--- config.mk ---
export PLATFORM = sky130hd
export DESIGN_NAME = led_blink_arbiter
export DESIGN_NICKNAME = d
export VERILOG_FILES = /design/src/rtl/led_blink_arbiter.sv
export SDC_FILE = /design/constraint.sdc
export NUM_CORES = 1
export LEC_CHECK = 0
export CELL_PAD_IN_SITES_DETAIL_PLACEMENT = 1
export CELL_PAD_IN_SITES_GLOBAL_PLACEMENT = 1
export CORE_UTILIZATION = 30
export DETAILED_ROUTE_END_ITERATION = 10
export PLACE_DENSITY_LB_ADDON = 0.1
export SKIP_CTS_REPAIR_TIMING = 1
export SLEW_MARGIN = 10
export SYNTH_ARGS = -nofsm -noshare
export SYNTH_HDL_FRONTEND = slang
export SYNTH_SLANG_ARGS = --single-unit
--- constraint.sdc ---
create_clock -name clk_i -period 3.3 [get_ports clk_i]
set_clock_uncertainty 0.1 [all_clocks]
set_input_delay 0.66 -clock clk_i [delete_from_list [all_inputs] [get_ports clk_i]]
set_output_delay 0.66 -clock clk_i [all_outputs]
set_load 0.005 [all_outputs]
--- src/rtl/led_blink_arbiter.sv ---
// led_blink_arbiter
//   Shares one LED between N_REQ requesters. A round-robin arbiter picks a
//   requester in IDLE, then the FSM plays its burst of blinks (ON/OFF phases of
//   TICK_DIV cycles each), then a GAP of GAP_MULT*TICK_DIV cycles, and reports
//   completion with a one-cycle done pulse tagged with the owner index.
//
// Ports
//   clk_i      system clock, rising edge
//   rst_i      synchronous active-high reset
//   req_i      request level per requester
//   blinks_i   blink count per requester, requester k at [k*BW +: BW]
//   gnt_o      one-hot one-cycle grant pulse
//   busy_o     high during ON/OFF/GAP
//   done_o     one-cycle pulse at the end of the gap
//   done_id_o  owner index, valid with done_o
//   led_o      registered LED drive
//
// state | meaning
// IDLE  | waiting for a request; grant decision made here
// ON    | LED lit for TICK_DIV cycles
// OFF   | LED dark for TICK_DIV cycles between blinks
// GAP   | LED dark for GAP_MULT*TICK_DIV cycles after the burst

module led_blink_arbiter #(
  parameter int N_REQ    = 4,
  parameter int BW       = 4,
  parameter int TICK_DIV = 12_500_000,
  parameter int GAP_MULT = 2
) (
  input  logic                       clk_i,
  input  logic                       rst_i,
  input  logic [N_REQ-1:0]           req_i,
  input  logic [N_REQ*BW-1:0]        blinks_i,
  output logic [N_REQ-1:0]           gnt_o,
  output logic                       busy_o,
  output logic                       done_o,
  output logic [$clog2(N_REQ)-1:0]   done_id_o,
  output logic                       led_o
);

  localparam int IW      = $clog2(N_REQ);
  localparam int GAP_LEN = GAP_MULT * TICK_DIV;
  localparam int PW      = (GAP_LEN > 1) ? $clog2(GAP_LEN) : 1;
  localparam logic [PW-1:0] TICK_LAST = PW'(TICK_DIV - 1);
  localparam logic [PW-1:0] GAP_LAST  = PW'(GAP_LEN - 1);

  typedef enum logic [1:0] {S_IDLE, S_ON, S_OFF, S_GAP} state_t;

  state_t            state_q, state_d;
  logic [IW-1:0]     ptr_q, ptr_d;
  logic [IW-1:0]     owner_q, owner_d;
  logic [BW-1:0]     cnt_q, cnt_d;
  logic [PW-1:0]     presc_q, presc_d;
  logic [N_REQ-1:0]  gnt_q, gnt_d;
  logic              done_q, done_d;
  logic [IW-1:0]     done_id_q, done_id_d;
  logic              led_q, led_d;
  logic              busy_q, busy_d;

  logic              found;
  logic [IW-1:0]     pick;
  logic [IW:0]       sum;
  logic [BW-1:0]     sel_blinks;

  // Round-robin search: first set request at or after the pointer, wrapping.
  // The sum is one bit wider so a non-power-of-two N_REQ wraps correctly.
  always_comb begin
    found = 1'b0;
    pick  = '0;
    sum   = '0;
    for (int k = 0; k < N_REQ; k++) begin
      sum = {1'b0, ptr_q} + (IW+1)'(k);
      if (sum >= (IW+1)'(N_REQ)) sum = sum - (IW+1)'(N_REQ);
      if (!found && req_i[sum[IW-1:0]]) begin
        found = 1'b1;
        pick  = sum[IW-1:0];
      end
    end
  end

  always_comb begin
    sel_blinks = '0;
    for (int k = 0; k < N_REQ; k++) begin
      if (pick == IW'(k)) sel_blinks = blinks_i[k*BW +: BW];
    end
  end

  always_comb begin
    state_d   = state_q;
    ptr_d     = ptr_q;
    owner_d   = owner_q;
    cnt_d     = cnt_q;
    presc_d   = presc_q + PW'(1);
    gnt_d     = '0;
    done_d    = 1'b0;
    done_id_d = '0;
    led_d     = led_q;
    busy_d    = busy_q;

    case (state_q)
      S_IDLE: begin
        presc_d = '0;
        led_d   = 1'b0;
        busy_d  = 1'b0;
        if (found) begin
          gnt_d   = {{(N_REQ-1){1'b0}}, 1'b1} << pick;
          owner_d = pick;
          cnt_d   = sel_blinks;
          ptr_d   = (pick == IW'(N_REQ - 1)) ? '0 : pick + IW'(1);
          busy_d  = 1'b1;
          if (sel_blinks != '0) begin
            state_d = S_ON;
            led_d   = 1'b1;
          end else begin
            state_d = S_GAP;
          end
        end
      end
      S_ON: begin
        if (presc_q == TICK_LAST) begin
          presc_d = '0;
          led_d   = 1'b0;
          cnt_d   = cnt_q - BW'(1);
          state_d = S_OFF;
        end
      end
      S_OFF: begin
        if (presc_q == TICK_LAST) begin
          presc_d = '0;
          if (cnt_q == '0) begin
            state_d = S_GAP;
          end else begin
            state_d = S_ON;
            led_d   = 1'b1;
          end
        end
      end
      S_GAP: begin
        if (presc_q == GAP_LAST) begin
          presc_d   = '0;
          done_d    = 1'b1;
          done_id_d = owner_q;
          busy_d    = 1'b0;
          state_d   = S_IDLE;
        end
      end
      default: begin
        state_d = S_IDLE;
        presc_d = '0;
        led_d   = 1'b0;
        busy_d  = 1'b0;
      end
    endcase
  end

  always_ff @(posedge clk_i) begin
    if (rst_i) begin
      state_q   <= S_IDLE;
      ptr_q     <= '0;
      owner_q   <= '0;
      cnt_q     <= '0;
      presc_q   <= '0;
      gnt_q     <= '0;
      done_q    <= 1'b0;
      done_id_q <= '0;
      led_q     <= 1'b0;
      busy_q    <= 1'b0;
    end else begin
      state_q   <= state_d;
      ptr_q     <= ptr_d;
      owner_q   <= owner_d;
      cnt_q     <= cnt_d;
      presc_q   <= presc_d;
      gnt_q     <= gnt_d;
      done_q    <= done_d;
      done_id_q <= done_id_d;
      led_q     <= led_d;
      busy_q    <= busy_d;
    end
  end

  assign gnt_o     = gnt_q;
  assign busy_o    = busy_q;
  assign done_o    = done_q;
  assign done_id_o = done_id_q;
  assign led_o     = led_q;

endmodule

# Word-level counts from Yosys, hierarchy flattened

Index checks and enable logic that the tools add are counted.

Equality and inequality tests: 13
Reduce and logical (&&, ||, !) cells: 22
Bitwise gates (word level): 4
Add/sub/neg operators: 10
$lt $le $gt $ge: 8
Multiplexer cells: 48
Shift-type cells: 1

Operator list:

| cell                                                                 | number |
|---|---|
| 25-bit case mux with 3 select lines                                  | 1 |
| 25-bit 2-to-1 mux                                                    | 2 |
| 2-bit 2-to-1 mux                                                     | 15 |
| 25-bit by 1-bit adder with 25-bit output, second input constant      | 1 |
| 25-bit by 24-bit == test with 1-bit output, second input constant    | 1 |
| 25-bit == test, second input constant                                | 1 |
| 4-bit 2-to-1 mux                                                     | 6 |
| 1-bit 2-to-1 mux                                                     | 16 |
| 2-bit by 3-bit < comparator with 1-bit output, second input constant | 4 |
| 2-bit inequality test, second input constant                         | 5 |
| 3-bit greater-or-equal comparator, second input constant             | 3 |
| 1-bit binary-select mux with 2-bit select                            | 4 |
| 2-bit == test, second input constant                                 | 4 |
| 2-bit case mux with 4 select lines                                   | 1 |
| 4-bit case mux with 2 select lines                                   | 1 |
| 4-bit AND reduction                                                  | 2 |
| 2-bit by 1-bit subtractor with 2-bit output, second input constant   | 4 |
| 2-bit by 2-bit adder with 3-bit output, second input constant        | 2 |
| 3-bit OR reduction                                                   | 2 |
| 2-bit by 1-bit == test with 1-bit output, second input constant      | 2 |
| 2-bit zero test                                                      | 2 |
| 4-bit zero test                                                      | 1 |
| 1-bit inverter                                                       | 4 |
| 2-bit AND reduction                                                  | 2 |
| 14 further kinds                                                     | 20 |

Output and inout port bits: 9
Input bits: 22
Flip-flop bits (word level): 44

# Depth between registers and ports, before layout

Depth in word-level cells: 23
Depth in mapped cells: 11

# Least setup slack after synthesis

Ideal clock, no wire load.

Path type: input -> register
Start: in req_i[0]
End: reg state_q[1]
Setup slack: 0.135 ns
Arrival time: 2.969 ns
Required time: 3.104 ns
Stages: 9
Path buffers: 0
Cells stage by stage: or4_1 nand2_1 inv_1 ha_1 or2_2 a221oi_1 nor2_1 o41a_1 o41ai_2

Word-level cells in the longest chain between the ends: 21
Elaborated cells on any way between the ends: 36

Ends and longest elaborated chain:

| what                                      | RTL line | source |
|---|---|---|
| start, declared                           | 32       | `input logic [N_REQ-1:0] req_i,` |
| 1-bit binary-select mux with 2-bit select | 74       | `if (!found && req_i[sum[IW-1:0]]) begin` |
| 1-bit 2-to-1 mux (not written as such)    | 74       |  |
| 1-bit 2-to-1 mux                          | 74       |  |
| 1-bit zero test                           | 74       |  |
| 1-bit logical AND                         | 74       |  |
| 1-bit 2-to-1 mux                          | 74       |  |
| 1-bit zero test                           | 74       |  |
| 1-bit logical AND                         | 74       |  |
| (+4 left out)                             | --       |  |
| net pick[0]                               | 61       | `logic [IW-1:0] pick;` |
| 2-bit zero test                           | 84       | `if (pick == IW'(k)) sel_blinks = blinks_i[k*BW +: BW];` |
| 4-bit 2-to-1 mux (3 in series)            | 84       |  |
| 4-bit 2-to-1 mux (*)                      | 84       |  |
| 4-bit nonzero test (*)                    | 111      | `if (sel_blinks != '0) begin` |
| 2-bit 2-to-1 mux (*)                      | 111      |  |
| 2-bit 2-to-1 mux (*)                      | 105      | `if (found) begin` |
| 2-bit case mux with 4 select lines (*)    | 100      | `case (state_q)` |
| end signal, assigned                      | 169      | `state_q <= state_d;` |
| end, declared                             | 49       | `state_t state_q, state_d;` |

Mark *: on every way through the listed nets, which the timed path passes. The rest lies on a longest branch. The select of a mux whose other input is x is not followed.
A chain may end at the register's enable or synchronous reset.

# Final worst setup path

Start: in req_i[3]
End: reg state_q[1]

Word-level cells in the longest chain between the ends: 21
Elaborated cells on any way between the ends: 36

Ends and longest elaborated chain:

| what                                      | RTL line |
|---|---|
| 1-bit binary-select mux with 2-bit select | 74 |
| 1-bit 2-to-1 mux (not written as such)    | 74 |
| 1-bit 2-to-1 mux                          | 74 |
| 1-bit zero test                           | 74 |
| 1-bit logical AND                         | 74 |
| 1-bit 2-to-1 mux                          | 74 |
| 1-bit zero test                           | 74 |
| 1-bit logical AND                         | 74 |
| (+2 left out)                             | -- |
| 1-bit logical AND                         | 74 |
| 2-bit 2-to-1 mux                          | 74 |
| 2-bit zero test                           | 84 |
| 4-bit 2-to-1 mux (4 in series)            | 84 |
| 4-bit nonzero test                        | 111 |
| 2-bit 2-to-1 mux                          | 111 |
| 2-bit 2-to-1 mux                          | 105 |
| 2-bit case mux with 4 select lines        | 100 |

Several ways; a longest one is shown, not always the timed one. The select of a mux whose other input is x is not followed.

==> flow_results.org <==
** Status
- The flow ran to the end, and the final reports show no timing, DRC or antenna violations.

** STA
- Setup repair after global routing could not meet its margin everywhere.
- Setup violations remaining at the end of the flow were counted as 0.
- Worst Max-Slew Pin Slew :: 0.598 ns
- The final-report hold violation count was 0.
- After layout, the minimum clock period comes to 3.29 ns.
- Maximum clock rate :: 0.304 GHz
- Measured against its own limit, the worst slew margin works out to 0.591.
- After routing, the total negative slack on setup checks comes to 0 ns.
- The number of pins exceeding their max-slew limit in the final report was 0.
- Ratio of final minimum period to clock period :: 0.998

** Power
- Power per cell area :: 719 nW/µm²
- Leakage component of the power :: 1.08 nW
- Worst VDD drop :: 0.260 mV
- The design draws 2.25 mW.

** Detailed routing
- For this block, the routed nets add up to 6330 µm of wire.
- Via total after detailed routing :: 2,169
- Post-DR vias/cell :: 5.04
- Drt pass-1 iters :: 4
- Once detail routing completed, the nets flagged for antenna violations numbered 0.
- In the final routed layout, each cell accounts on average for 14.7 µm.
- The detailed router finished its first iteration with 61 violations.
- # DRC :: 0

** Global routing
- Entering global routing, the biggest net connects 26 pins.
- After global routing the overflow that remains totals 0.
- Across every metal layer, demand over resource in global routing totals 0.157.
- Vias in the first global route :: 2,170
- The first global-routing pass estimated 10,600 µm of wire.
- The initial antenna violation count is 0.

** Worst setup path
- Depth of the critical timing path with buffers and inverters included :: 11
- For the worst setup path, the data required time is 3.40 ns.
- Category of the worst setup path launch point :: input port
- Element type at the critical path end :: flip-flop
- Crit path max fanout :: 4
- The worst register-to-register path has a depth of 10.
- Worst stage delay on the critical path :: 0.50 ns
- Cell type of the slowest stage on the worst timing path :: sky130_fd_sc_hd__clkdlybuf4s50_1
- Data arrival time of the critical path :: 3.40 ns
- Count of buffer and inverter cells on the critical path :: 2
- Cell class contributing the biggest share of worst-path delay :: compound AO/OA/AOI/OAI gates
- Worst Setup Path Type :: in -> reg
- Cell-by-cell listing of the critical path :: clkdlybuf4s50_1 -> inv_1 -> a221o_1 -> a32oi_2 -> nand2_2 -> ha_1 -> or2_4 -> a221oi_4 -> nor2_2 -> o41a_1 -> o41ai_2

** Die
- In this run the standard cell core region covers 7770 µm².
- In this run the count of I/O pins placed on the die edge is 31.
- Core Rows :: 32
- The die covers 8470 µm².
- The die is 92.0 µm wide.
- Initial Util :: 0.313
- Die boundary height :: 92.0 µm

** Placed design
- Detailed Place HPWL :: 4700 µm
- During placement, the flow inserted port buffers numbering 30.
- Gpl congestion :: 0.754
- Placed cells :: 421

** Logic synthesis
- Number of nets produced by synthesis :: 314
- After synthesis, the share of flip-flops with an asynchronous set or reset is 0.
- Top post-synthesis cells by area :: sky130_fd_sc_hd__dfxtp_1, sky130_fd_sc_hd__nor2_1, sky130_fd_sc_hd__xnor2_1
- The netlist uses 57 different library cells.
- The share of synthesized area in the top cell type comes to 0.362.
- In this run, synthesis produced a sequential element count of 44.
- Sequential element share of the synthesized area :: 0.362
- For this run, the number of Yosys warnings is 0.
- Commonest register cell after synthesis :: sky130_fd_sc_hd__dfxtp_1
- In this run the cell area of the synthesized design comes to 2430 µm².
- The largest total area in the synthesized netlist belongs to sky130_fd_sc_hd__dfxtp_1.
- Cell count after synthesis :: 281
- Number of flops mapped to enable cells by yosys :: 0
- Dividing the synthesized area by the synthesized cell count gives 8.65 µm².

** Flow run
- Max-cap violations in this run came to 0.

** Finish
- Of the cells placed in the final design, the portion with a size suffix greater than 1 is 0.155.
- Layout overhead on the synthesized area :: 28.5%
- Final non-filler cell total :: 430
- Net count reported at finish :: 360
- Number of diodes added for antenna fixing :: 0
- Total of fill cells in the finished design :: 921

** Clock tree
- TritonCTS built the clock tree.
- Clock Sinks :: 44
- The number of clock buffers added by TritonCTS is 5.
- Cell at the root of the clock tree :: sky130_fd_sc_hd__clkbuf_8
- H-tree depth :: 2
- Clock Latency Late Sink :: 0.30 ns
- Reg clk slew, reported paths :: 0.10 ns
- Max Buffers Root-to-Sink :: 2

** Min path
- Along the worst hold path, the cell count comes to 1.
- The min-delay analysis places its worst path in the category reg -> reg.
-- routing by layer --
| metal | GRT usage | vias to the layer above | wire, µm |
|---|---|---|---|
| met3 | 0.0307 | 2 | 159 |
| li1 | - | 1102 | - |
| met4 | 0.0326 | 0 | 42 |
| met1 | 0.227 | 1043 | 3280 |
| met2 | 0.239 | 22 | 2850 |
| met5 | 0 | - | 0 |
-- logic make-up after synthesis --
kind of cell	count (synthesis)	synth area share
flops	44	0.362
buf+inv	29	0.0587
simple gates	122	0.269
mux	1	0.00412
xor+xnor	23	0.0829
compound gates	51	0.166
fa+ha+maj	11	0.0566
-- final timing paths --
check | start | endpoint | slack, ns
worst max-delay path | req_i[3] | state_q[1] | 0.008
worst min-delay path | presc_q[0] | presc_q[0] | 0.39
worst max register to register | ptr_q[0] | state_q[1] | 0.48
worst min register to register | presc_q[0] | presc_q[0] | 0.39
-- area by class of cell --
cell class	instances	area [µm²]	share of cell area
clock inverters	3	46.3	0.0148
flip-flops and latches	44	881	0.282
inverters	20	75.1	0.0240
clock buffers	5	68.8	0.0220
multi-input cells	208	1480	0.475
well taps	102	128	0.0409
repair buffers	48	440	0.141
-- power by group --
part / total [mW] / switching [mW] / internal [mW]
logic: 1.16 / 0.608 / 0.548
clock network: 0.429 / 0.201 / 0.228
registers: 0.661 / 0.0534 / 0.608
total: 2.25 / 0.862 / 1.38
-- registers in the layout (all words and copies together) (netlist names) --
register,flops
done_o,1
cnt_q,4
led_o,1
state_q,2
presc_q,25
ptr_q,2
gnt_o,4
busy_o,1
done_id_o,2
owner_q,2
-- cells in the mapped netlist (all sizes together) (3+ instances only) --
master and instances:
nand3 12, a211oi 4, o22ai 4, or3 3
and4 4, nor2 47, ha 11, and3 3
clkbuf 5, o41ai 3, nand4 3, or2 3
xor2 4, a311oi 4, buf 3, nor3 5
xnor2 19, a21oi 10, dfxtp 44, nor4 9
inv 20, a221oi 4, o21ai 5, nand2 15
or4 4
-- placed cells by master, fill, tap and decap left out, types with 9 or more instances in the layout --
master	synthesis	final
sky130_fd_sc_hd__nor4_1	9	9
sky130_fd_sc_hd__buf_4	1	18
sky130_fd_sc_hd__xnor2_1	19	19
sky130_fd_sc_hd__nand3_1	11	11
sky130_fd_sc_hd__nand2_1	15	14
sky130_fd_sc_hd__dfxtp_1	44	44
sky130_fd_sc_hd__inv_1	20	20
sky130_fd_sc_hd__nor2_1	47	44
sky130_fd_sc_hd__clkdlybuf4s50_1	0	28
sky130_fd_sc_hd__a21oi_1	10	10
sky130_fd_sc_hd__ha_1	11	11
-- metrics by stage --
step	instance area [µm²]	utilization	hold slack, ns	setup slack (ns)
after floorplan	2430	-	0.330	0.135
after global placement	2920	0.376	0.360	-0.428
after detailed placement	2920	0.376	0.362	-0.531
after CTS	3030	0.391	0.394	-0.220
after global routing	3120	0.402	0.413	-0.107
final	3120	0.402	0.394	0.00759
(Power assumes the default switching activity.)
